==> src/rtl/ex_div_pkg.sv <==
// ex_div_pkg: shared state encodings, constants and helpers for the execute-stage divider
package ex_div_pkg;
   typedef enum logic [1:0] {
      DIV_FREE    = 2'b00,
      DIV_BY_ZERO = 2'b01,
      DIV_ON      = 2'b10,
      DIV_END     = 2'b11
   } div_state_e;
   localparam logic       DIV_RESULT_READY     = 1'b1;
   localparam logic       DIV_RESULT_NOT_READY = 1'b0;
   localparam logic [5:0] DIV_ITERS            = 6'd32;
   // magnitude of a two's-complement value, or the value untouched for unsigned operation
   function automatic logic [31:0] abs32(input logic [31:0] v, input logic en);
      return (en && v[31]) ? (~v + 32'd1) : v;
   endfunction
endpackage

==> src/rtl/ex_div.sv <==
// ex_div: multi-cycle restoring 32-bit divider (DIV/DIVU) for the execute stage
module ex_div
   import ex_div_pkg::*;
(
   input  logic        clk,
   input  logic        rst,
   input  logic        signed_div_i,
   input  logic [31:0] opdata1_i,
   input  logic [31:0] opdata2_i,
   input  logic        start_i,
   input  logic        annul_i,
   output logic [63:0] result_o,
   output logic        ready_o
);
   div_state_e  r_state, w_next;
   logic [5:0]  r_cnt;
   logic [64:0] r_work;
   logic [31:0] r_divisor;
   logic        r_sign1, r_sign2, r_signed;
   logic [63:0] r_result;
   logic        r_ready;
   logic [64:0] w_shift;
   logic [32:0] w_diff;
   logic [31:0] w_quot, w_rem;
   logic        w_last;
   // working register is {remainder[32:0], quotient/dividend[31:0]}; the 33-bit
   // trial difference has its MSB set exactly when the partial remainder is below the divisor
   assign w_shift  = r_work << 1;
   assign w_diff   = w_shift[64:32] - {1'b0, r_divisor};
   assign w_last   = r_cnt == DIV_ITERS;
   assign w_quot   = (r_signed && (r_sign1 ^ r_sign2)) ? (~r_work[31:0] + 32'd1) : r_work[31:0];
   assign w_rem    = (r_signed && r_sign1) ? (~r_work[63:32] + 32'd1) : r_work[63:32];
   assign result_o = r_result;
   assign ready_o  = r_ready;
   // state register
   always_ff @(posedge clk or negedge rst) begin
      if (!rst) r_state <= DIV_FREE;
      else      r_state <= w_next;
   end
   // next state; a flush aborts from any state
   always_comb begin
      w_next = r_state;
      if (annul_i) w_next = DIV_FREE;
      else begin
         case (r_state)
            DIV_FREE:    if (start_i) w_next = (opdata2_i == 32'd0) ? DIV_BY_ZERO : DIV_ON;
            DIV_BY_ZERO: w_next = DIV_END;
            DIV_ON:      if (w_last) w_next = DIV_END;
            DIV_END:     if (!start_i) w_next = DIV_FREE;
            default:     w_next = DIV_FREE;
         endcase
      end
   end
   // operand capture, restoring iterations, sign correction and registered outputs
   always_ff @(posedge clk or negedge rst) begin
      if (!rst) begin
         r_cnt     <= '0;
         r_work    <= '0;
         r_divisor <= '0;
         r_sign1   <= 1'b0;
         r_sign2   <= 1'b0;
         r_signed  <= 1'b0;
         r_result  <= '0;
         r_ready   <= DIV_RESULT_NOT_READY;
      end else begin
         r_ready <= (r_state == DIV_END && start_i && !annul_i) ? DIV_RESULT_READY : DIV_RESULT_NOT_READY;
         if (r_state == DIV_FREE && w_next == DIV_ON) begin
            r_cnt     <= '0;
            r_work    <= {33'd0, abs32(opdata1_i, signed_div_i)};
            r_divisor <= abs32(opdata2_i, signed_div_i);
            r_sign1   <= opdata1_i[31];
            r_sign2   <= opdata2_i[31];
            r_signed  <= signed_div_i;
         end else if (r_state == DIV_ON && !annul_i && !w_last) begin
            r_work <= w_diff[32] ? w_shift : {w_diff, w_shift[31:0] | 32'd1};
            r_cnt  <= r_cnt + 6'd1;
         end
         if (r_state == DIV_ON && w_last && !annul_i) r_result <= {w_rem, w_quot};
         else if (w_next == DIV_FREE || r_state == DIV_BY_ZERO) r_result <= '0;
      end
   end
endmodule
==> config.mk <==
export PLATFORM = sky130hd
export DESIGN_NAME = ex_div
export DESIGN_NICKNAME = d
export VERILOG_FILES = /design/src/rtl/ex_div_pkg.sv /design/src/rtl/ex_div.sv
export SDC_FILE = /design/constraint.sdc
export NUM_CORES = 1
export LEC_CHECK = 0
export ABC_AREA = 1
export BUFFER_PORTS_ARGS = -buffer_cell sky130_fd_sc_hd__buf_2
export CORE_ASPECT_RATIO = 1.75
export CORE_MARGIN = 3
export CORE_UTILIZATION = 60
export CTS_BUF_LIST = sky130_fd_sc_hd__clkbuf_8
export DETAILED_ROUTE_END_ITERATION = 7
export MAX_ROUTING_LAYER = met4
export PLACE_DENSITY = 0.81
export SYNTH_ARGS = -nofsm -noshare
export SYNTH_HDL_FRONTEND = slang
export SYNTH_SLANG_ARGS = --single-unit
==> constraint.sdc <==
create_clock -name clk -period 6.66 [get_ports clk]
set_input_delay 0.999 -clock clk [delete_from_list [all_inputs] [get_ports clk]]
set_output_delay 0.999 -clock clk [all_outputs]
set_load 0.03 [all_outputs]
After elaboration in Yosys (flattened, before gate mapping)
Index checks and enable logic that the tools add are counted.
W data, S select, Z words.
- register bits after elaboration: 172
- bits in latches: 0
- RAM bits: 0
- bits in read-only memories: 0
- input bits: 69
- output and inout port bits: 65
- logic and storage cells: 62
- memories: 0
- add/sub/neg operators: 6
- multiply operators: 0
- divide/modulo/power cells: 0
- $lt $le $gt $ge: 0
- eq/ne operators: 5
- shift-type cells: 0
- multiplexer cells: 18
- bitwise logic cells: 5
- reductions and logical operators: 19
- operator list (operator ; number):
    $mux W64 ; 5
    $add A32 B1 Y32 const B ; 4
    $mux W32 ; 4
    $not A32 Y32 ; 4
    $sub A33 B32 Y33 ; 1
    $logic_not A32 Y1 ; 1
    $mux W6 ; 2
    $logic_and A1 B1 Y1 ; 11
    $mux W2 ; 5
    $pmux W2 S4 ; 1
    $add A6 B1 Y6 const B ; 1
    $eq A2 B2 Y1 const B ; 3
    $eq A6 B6 Y1 const B ; 1
    $logic_not A2 Y1 ; 2
    $reduce_bool A2 Y1 ; 2
    $eq A2 B1 Y1 const B ; 1
    $logic_not A1 Y1 ; 2
    $logic_or A1 B1 Y1 ; 1
    $mux W1 ; 1
    $xor A1 B1 Y1 ; 1

Logic depth before layout (Yosys ltp)
Gate-level depths: netlist (run 1).
- depth after elaboration: 9
- depth in mapped cells: 18
- gate-level depth less buffers: 17

Worst setup path after synthesis (run 1)
Ideal clock, no wire load.
- path kind: input to register
- from: input opdata2_i[1]
- to: register r_result[33] (netlist: result_o[33])
- library setup time: 0.121 ns
- data arrival time: 2.392 ns
- data required time: 6.539 ns
- slack: 4.147 ns
- stages: 14
- path through: inv_1 ha_1 nand3_1 nor2_2 nand2_2 nor2_4 nand2_1 nand2_1 nand2_1 nand2_1 nand2_4 buf_6 nand3_1 nand2_1
- word-level cells in the longest chain between the ends: 8
- ends and longest elaborated chain (what ; line ; RTL):
    start, declared ; ex_div.sv:9 ; input logic [31:0] opdata2_i,
    $logic_not A32 Y1 ; ex_div.sv:46 ; DIV_FREE: if (start_i) w_next = (opdata2_i == 32'd0) ? DIV_BY_ZERO : DIV_ON;
    $mux W2 (2 in a row) ; ex_div.sv:46 ;
    $pmux W2 S4 ; ex_div.sv:45 ; case (r_state)
    $mux W2 ; ex_div.sv:43 ; if (annul_i) w_next = DIV_FREE;
    $logic_not A2 Y1 ; ex_div.sv:79 ; else if (w_next == DIV_FREE || r_state == DIV_BY_ZERO) r_result <= '0;
    $logic_or A1 B1 Y1 ; ex_div.sv:79 ;
    $reduce_bool A2 Y1 (no line) ; n/a ;
    end signal, assigned ; ex_div.sv:78 ; if (r_state == DIV_ON && w_last && !annul_i) r_result <= {w_rem, w_quot};
    end, declared ; ex_div.sv:20 ; logic [63:0] r_result;
No other way between the ends.
A chain may end at the register's enable or synchronous reset.

Final worst setup path (run 1)
- from: register r_work[31]
- to: register r_work[47]
- word-level cells in the longest chain between the ends: 4
- ends and longest elaborated chain (what ; line ; RTL):
    start, declared ; ex_div.sv:17 ; logic [64:0] r_work;
    start signal, assigned ; ex_div.sv:69 ; r_work <= {33'd0, abs32(opdata1_i, signed_div_i)};
    start signal, assigned ; ex_div.sv:75 ; r_work <= w_diff[32] ? w_shift : {w_diff, w_shift[31:0] | 32'd1};
    $sub A33 B32 Y33 ; ex_div.sv:29 ; assign w_diff = w_shift[64:32] - {1'b0, r_divisor};
    $mux W64 ; ex_div.sv:75 ;
    $mux W64 ; ex_div.sv:74 ; end else if (r_state == DIV_ON && !annul_i && !w_last) begin
    $mux W64 ; ex_div.sv:67 ; if (r_state == DIV_FREE && w_next == DIV_ON) begin
No other way between the ends. The select of a mux whose other input is x is not followed.

==> impl_table.tex, run 1 <==
\begin{tabular}{lr}
\hline
Metric & Value \\
\hline
\multicolumn{2}{l}{\textbf{Detailed routing}} \\
Post-detailed-route count of antenna-violating nets & 0 \\
Routed length on met3 & 2350 um \\
Via density per instance & 5.73 \\
Number of iterations in the first detailed-routing pass & 7 \\
Avg WL per Cell & 18.3 um \\
Wire length the detailed router placed on met1 & 15400 um \\
Via total after detailed routing & 15143 \\
Detailed-route DRC error count & 0 \\
Met2 layer wire length in the routed design & 24900 um \\
WL final & 48300 um \\
Iter 0 DRT Violations & 1045 \\
Top Metal Used & met4 \\
\multicolumn{2}{l}{\textbf{Power}} \\
Maximum resistive drop on vdd & 0.000255 V \\
Comb pwr share & 56.4\% \\
Net switching power & 2810 uW \\
Cell Int Power & 2450 uW \\
Power per standard cell area & 351 mW/mm\^{}2 \\
Leak & 0.00865 uW \\
Part of the total power dissipated in the clock network & 14.7\% \\
Sequential group share of total power & 28.9\% \\
Fraction of power spent switching nets & 53.4\% \\
\multicolumn{2}{l}{\textbf{Floorplanning}} \\
Initial core utilization & 61.1\% \\
Number of I/O pins & 134 \\
Area of the die & 0.0251 sq mm \\
Die Y & 207 um \\
Core box area & 0.0227 sq mm \\
Chip Width & 121 um \\
Standard-cell rows & 73 \\
\multicolumn{2}{l}{\textbf{Global routing}} \\
Aggregate global routing overflow & 0 \\
Vias in the first global route & 14958 \\
Number of antenna violations at the first check in global routing & 0 \\
Largest net degree at the start of global routing & 92 \\
Total routing usage reported by global routing & 40.0\% \\
First-pass GRT wire length & 75400 um \\
\multicolumn{2}{l}{\textbf{Finish}} \\
Final Net Count & 2440 \\
Area Growth Syn to Fin & 8.01\% \\
Fraction of final layout cells with drive strength greater than 1 & 8.83\% \\
Most common cell after layout, fill and taps aside & nand2\_1 \\
Diode count & 0 \\
Seq. cell area & 0.00430 sq mm \\
Post-route cell area & 0.0150 sq mm \\
Count of fill cells added during filler insertion & 2175 \\
Commonest non-fill, non-tap cells in the layout & 796 x nand2\_1, 374 x nand3\_1, 304 x inv\_1 \\
Multi-input logic area & 0.00802 sq mm \\
\multicolumn{2}{l}{\textbf{Worst setup path}} \\
Critical Path Sink Type & register \\
Type of the setup path with the least slack & register to register \\
Arr. time, crit path & 4.54 ns \\
Crit Path Max Fanout & 30 \\
Startpoint class of the critical path & register \\
Required time of the worst setup path & 7.06 ns \\
\multicolumn{2}{l}{\textbf{Yosys}} \\
Share of the synthesized area in the top cell type & 31.0\% \\
Number of synthesized register bits & 172 \\
Total standard cell area after synthesis & 0.0139 sq mm \\
Post-synthesis instance total & 2246 \\
Avg Synthesized Cell Area & 6.19 sq um \\
Largest cells by area after synthesis & dfrtp\_1 31\%, nand2\_1 21\%, nand3\_1 13\% \\
Count of flip-flops with a built-in enable after synthesis & 0 \\
Post-synthesis cell type with the largest combined area & dfrtp\_1 \\
Most used flip-flop cell after synthesis & dfrtp\_1 \\
Proportion of register bits with asynchronous set or reset after synthesis & 100\% \\
Net count after synthesis & 2354 \\
Netlist cell types & 42 \\
Share of synthesized area occupied by flip-flops and latches & 31.0\% \\
Total number of yosys warnings & 0 \\
\multicolumn{2}{l}{\textbf{Clock network}} \\
CTS tree & yes \\
Cts repair resizes & 0 \\
Clock-pin slew reported for the worst setup and hold paths after clock tree synthesis & 0.09 ns \\
Buffers inserted during post-CTS setup optimization & 0 \\
Clock sinks & 172 \\
H-tree depth & 4 \\
Buffer cell driving the clock tree root & clkbuf\_8 \\
CTS Buf Count & 17 \\
Total of hold buffers inserted after clock tree synthesis & 0 \\
Insertion delay to the later sink of the worst-skew pair & 0.52 ns \\
Bufs on Longest Clock Path & 2 \\
\multicolumn{2}{l}{\textbf{Placed design}} \\
Worst slack at placement & 2.61 ns \\
Input/output buffers & 133 \\
Half-perimeter wire length of the detailed placement result & 38200 um \\
Total placed instance area & 0.0146 sq mm \\
Final weighted congestion of routability-driven global placement & 1.11 \\
\multicolumn{2}{l}{\textbf{Outcome}} \\
Result of the run & finished clean \\
\multicolumn{2}{l}{\textbf{Timing}} \\
Slew @ Worst Pin & 1.11 ns \\
Max Clock Skew & 0.0228 ns \\
Count of final setup violators & 0 \\
Worst slack on hold paths & 0.483 ns \\
Final count of hold timing violations & 0 \\
Setup\_tns & 0 ns \\
Clock period minus final worst setup slack & 4.14 ns \\
Worst rel slew slack & 25.5\% \\
Unrepaired setup endpoints after global routing & no \\
Setup slack of the critical path after layout & 2.52 ns \\
Maximum clock frequency & 242 MHz \\
Final critical-path share of the clock period & 62.1\% \\
Final Max Tran Viols & 0 \\
\multicolumn{2}{l}{\textbf{Min path}} \\
Worst min path class & register to register \\
\multicolumn{2}{l}{\textbf{Job}} \\
Count of max-cap constraint violations & 0 \\
\hline
\end{tabular}
[sequential cells by signal (all words and copies together) (netlist names)]
signal     flops
r_sign2        1
r_signed       1
result_o      64
r_cnt          6
r_sign1        1
ready_o        1
r_divisor     32
r_work        64
r_state        2
[kinds of logic (layout without fill, tap and decap cells)]
group	count (synthesis)	count (layout)	share of synthesized area, %
flip-flops	172	172	31.0
AO/OA/AOI/OAI	118	118	4.73
adder cells (fa/ha/maj)	39	39	3.56
AND/OR/NAND/NOR	1468	1468	45.2
XOR/XNOR	63	63	3.97
buffers and inverters	386	485	11.5
[cells in the mapped netlist, types with 16 or more instances]
cell type,count
nand3b_1,27
buf_2,20
nor3_1,28
a21oi_1,41
xor2_1,43
clkbuf_1,32
xnor2_1,20
dfrtp_1,172
nand4_1,25
nor2_1,181
o21ai_0,48
ha_1,38
inv_1,304
buf_6,16
nand2_1,796
nand3_1,374
[metrics by stage]
stage	utilization [%]	total power (uW)	cells
finish	66.0	5270	2645
global route	66.0	5640	2645
CTS	66.0	5170	2645
detailed placement	64.2	4400	2613
global placement	64.2	4350	2613
floorplan	-	3510	2246
[power groups by stage]
stage	clock network [uW]	registers [uW]	logic [uW]
5_1_grt	813	1530	3300
3_5_place_dp	0	1520	2880
6_report	775	1520	2970
3_3_place_gp	0	1510	2840
4_1_cts	776	1500	2890
2_1_floorplan	0	1390	2110
[per-layer routing]
| metal | global-route usage [%] | up-vias |
|---|---|---|
| met2 | 69.7 | 662 |
| met5 | - | - |
| met1 | 36.4 | 6925 |
| met3 | 6.13 | 302 |
| met4 | 35.8 | 0 |
| li1 | - | 7254 |
[critical path, stage by stage, from the launching register on]
cell and delay, ns:
dfrtp_1 0.40, inv_1 0.14, ha_1 0.26, fa_1 0.41, inv_1 0.10, nand2_1 0.06, nand2_1 0.08, nand3_1 0.08
nand2_1 0.16, nand2_1 0.07, nand2_1 0.12, nand2_1 0.15, nand2_1 0.11, nand2_1 0.54, nand2_1 1.05, nand2_1 0.12
nand3_1 0.11, nand2_1 0.07
[path summary, 6_finish.rpt]
check	start	endpoint	slack [ns]	cells after the start
max	r_work[31]	r_work[47]	2.52	17
min	r_divisor[14]	r_divisor[14]	0.48	2
max reg2reg	r_work[31]	r_work[47]	2.52	17
min reg2reg	r_divisor[14]	r_divisor[14]	0.48	2
max in group asynchronous	rst	r_divisor[6]	4.92	2
min in group asynchronous	rst	r_divisor[21]	0.51	1
[area by class of cell]
type                            instances  area share [%]
Sequential cell                       172            28.7
Clock buffer                           19            1.74
Multi-Input combinational cell       1688            53.4
Inverter                              312            7.80
Tap cell                              300            2.50
Clock inverter                         13           0.992
Timing Repair Buffer                  141            4.88
Power figures use the tool's default switching activity.
==> run 2, diff against run 1 <==
CORE_UTILIZATION = 56   (was 60)
PLACE_DENSITY = 0.79   (was 0.81)
clock period = 3.76 ns   (was 6.66 ns; I/O delays follow)
==> impl_table.tex, run 2 (synthesized netlist as in run 1, its figures left out) <==
\begin{tabular}{lr}
\hline
Metric & Value \\
\hline
\multicolumn{2}{l}{\textbf{Outcome}} \\
Result of the run & finished clean \\
\multicolumn{2}{l}{\textbf{Floorplanning}} \\
Number of I/O pins & 134 \\
Area of the die & 0.0268 sq mm \\
Die Y & 214 um \\
Standard-cell rows & 75 \\
Initial core utilization & 57.4\% \\
Core box area & 0.0242 sq mm \\
Chip Width & 125 um \\
\multicolumn{2}{l}{\textbf{Worst setup path}} \\
Type of the setup path with the least slack & register to register \\
Startpoint class of the critical path & register \\
Crit Path Max Fanout & 20 \\
Arr. time, crit path & 3.54 ns \\
Required time of the worst setup path & 4.14 ns \\
Critical Path Sink Type & register \\
\multicolumn{2}{l}{\textbf{Timing}} \\
Clock period minus final worst setup slack & 3.16 ns \\
Final Max Tran Viols & 0 \\
Setup\_tns & 0 ns \\
Max Clock Skew & 0.0244 ns \\
Unrepaired setup endpoints after global routing & no \\
Slew @ Worst Pin & 0.929 ns \\
Final count of hold timing violations & 0 \\
Maximum clock frequency & 316 MHz \\
Count of final setup violators & 0 \\
Final critical-path share of the clock period & 84.1\% \\
Worst rel slew slack & 37.6\% \\
\multicolumn{2}{l}{\textbf{Detailed routing}} \\
Via density per instance & 5.57 \\
Via total after detailed routing & 14859 \\
Number of iterations in the first detailed-routing pass & 6 \\
Iter 0 DRT Violations & 983 \\
Avg WL per Cell & 18.3 um \\
Post-detailed-route count of antenna-violating nets & 0 \\
Detailed-route DRC error count & 0 \\
WL final & 48800 um \\
\multicolumn{2}{l}{\textbf{Clock network}} \\
Clock-pin slew reported for the worst setup and hold paths after clock tree synthesis & 0.09 ns \\
Buffers inserted during post-CTS setup optimization & 0 \\
Clock sinks & 172 \\
H-tree depth & 4 \\
Cts repair resizes & 0 \\
Total of hold buffers inserted after clock tree synthesis & 0 \\
Bufs on Longest Clock Path & 2 \\
CTS Buf Count & 17 \\
CTS tree & yes \\
Insertion delay to the later sink of the worst-skew pair & 0.49 ns \\
Buffer cell driving the clock tree root & clkbuf\_8 \\
\multicolumn{2}{l}{\textbf{Finish}} \\
Count of fill cells added during filler insertion & 2432 \\
Most common cell after layout, fill and taps aside & nand2\_1 \\
Fraction of final layout cells with drive strength greater than 1 & 9.36\% \\
Area Growth Syn to Fin & 8.89\% \\
Final Net Count & 2456 \\
Commonest non-fill, non-tap cells in the layout & 796 x nand2\_1, 374 x nand3\_1, 306 x inv\_1 \\
Post-Layout Cell Count & 2670 \\
\multicolumn{2}{l}{\textbf{Global routing}} \\
Number of antenna violations at the first check in global routing & 1 \\
First-pass GRT wire length & 76700 um \\
Aggregate global routing overflow & 0 \\
Vias in the first global route & 14678 \\
Largest net degree at the start of global routing & 70 \\
Total routing usage reported by global routing & 37.4\% \\
\multicolumn{2}{l}{\textbf{Job}} \\
Count of max-cap constraint violations & 0 \\
\multicolumn{2}{l}{\textbf{Min path}} \\
Worst min path class & input port to asynchronous set/reset pin \\
\multicolumn{2}{l}{\textbf{Placed design}} \\
Input/output buffers & 133 \\
Post-placement cell count & 2637 \\
Half-perimeter wire length of the detailed placement result & 39100 um \\
Final weighted congestion of routability-driven global placement & 1.03 \\
\multicolumn{2}{l}{\textbf{Power}} \\
Sequential group share of total power & 29.0\% \\
Power per standard cell area & 617 mW/mm\^{}2 \\
Comb pwr share & 57.2\% \\
Cell Int Power & 4370 uW \\
Maximum resistive drop on vdd & 0.000403 V \\
Part of the total power dissipated in the clock network & 13.8\% \\
Leak & 0.00872 uW \\
Net switching power & 4970 uW \\
Fraction of power spent switching nets & 53.2\% \\
\hline
\end{tabular}
## run 2: cell types whose count changed in the layout (fill, tap and decap cells not counted), moves of 2 or more
| cell | previous run | this run |
|---|---|---|
| buf_4 | 8 | 23 |
| inv_6 | 4 | 0 |
| inv_1 | 304 | 306 |
| clkinvlp_4 | 2 | 4 |
## run 2: through the flow
stage	hold slack (ns)	setup WS [ns]	util [%]	instance area, sq um	total power (uW)
after floorplan	0.268	1.48	-	13900	6210
after global placement	0.457	0.683	60.9	14700	7910
after detailed placement	0.458	0.643	60.9	14700	7960
after CTS	0.0775	0.649	62.5	15100	9260
after global routing	0.102	0.282	62.5	15100	10000
final	0.0558	0.597	62.5	15100	9340
## run 2: final timing paths
path	start	endpoint	slack, ns	cells after the start
worst max-delay path	r_work[31]	r_work[46]	0.60	18
max in group asynchronous	rst	r_work[30]	2.79	2
min in group clk	annul_i	ready_o	0.35	2
worst min-delay path	rst	r_divisor[20]	0.06	1
worst max register to register	r_work[31]	r_work[46]	0.60	18
worst min register to register	r_divisor[31]	r_divisor[31]	0.47	2
## run 2: cell type report
type                    count  area, sq um  area share [%]
clock inverters            14          140           0.926
flip-flops and latches    172         4300            28.4
repair buffers            157          865            5.71
multi-input cells        1688         8020            53.0
clock buffers              18          248            1.64
well taps                 308          385            2.55
diodes                      1         2.50          0.0165
inverters                 312         1170            7.74
## run 2: metal layers
metal / part of all wire (%) / global-route usage (%) / up-vias / wire, um
met5: 0 / - / - / 0
met4: 10 / 30.8 / 0 / 5040
met3: 3.4 / 3.79 / 220 / 1680
met2: 53 / 68.0 / 532 / 26000
met1: 33 / 34.7 / 6825 / 16100
li1: - / - / 7282 / -
## run 2: worst max-delay path: stages, from the launching register on
cell and delay [ns]:
dfrtp_1 0.38, inv_1 0.10, ha_1 0.23, fa_1 0.41, inv_1 0.09, nand2_1 0.05, nand2_1 0.07, nand3_1 0.07
nand2_1 0.16, nand2_1 0.07, nand2_1 0.11, nand2_1 0.11, nand2_1 0.10, nand2_1 0.42, nand2_1 0.23, buf_4 0.26
nand2_1 0.08, nand3_1 0.07, nand2_1 0.05
## run 2: power groups by stage
stage          Sequential (uW)  Clock [uW]  Combinational, uW
3_3_place_gp              2700           0               5210
6_report                  2710        1290               5340
2_1_floorplan             2460           0               3750
3_5_place_dp              2710           0               5250
5_1_grt                   2720        1390               5940
4_1_cts                   2680        1320               5270
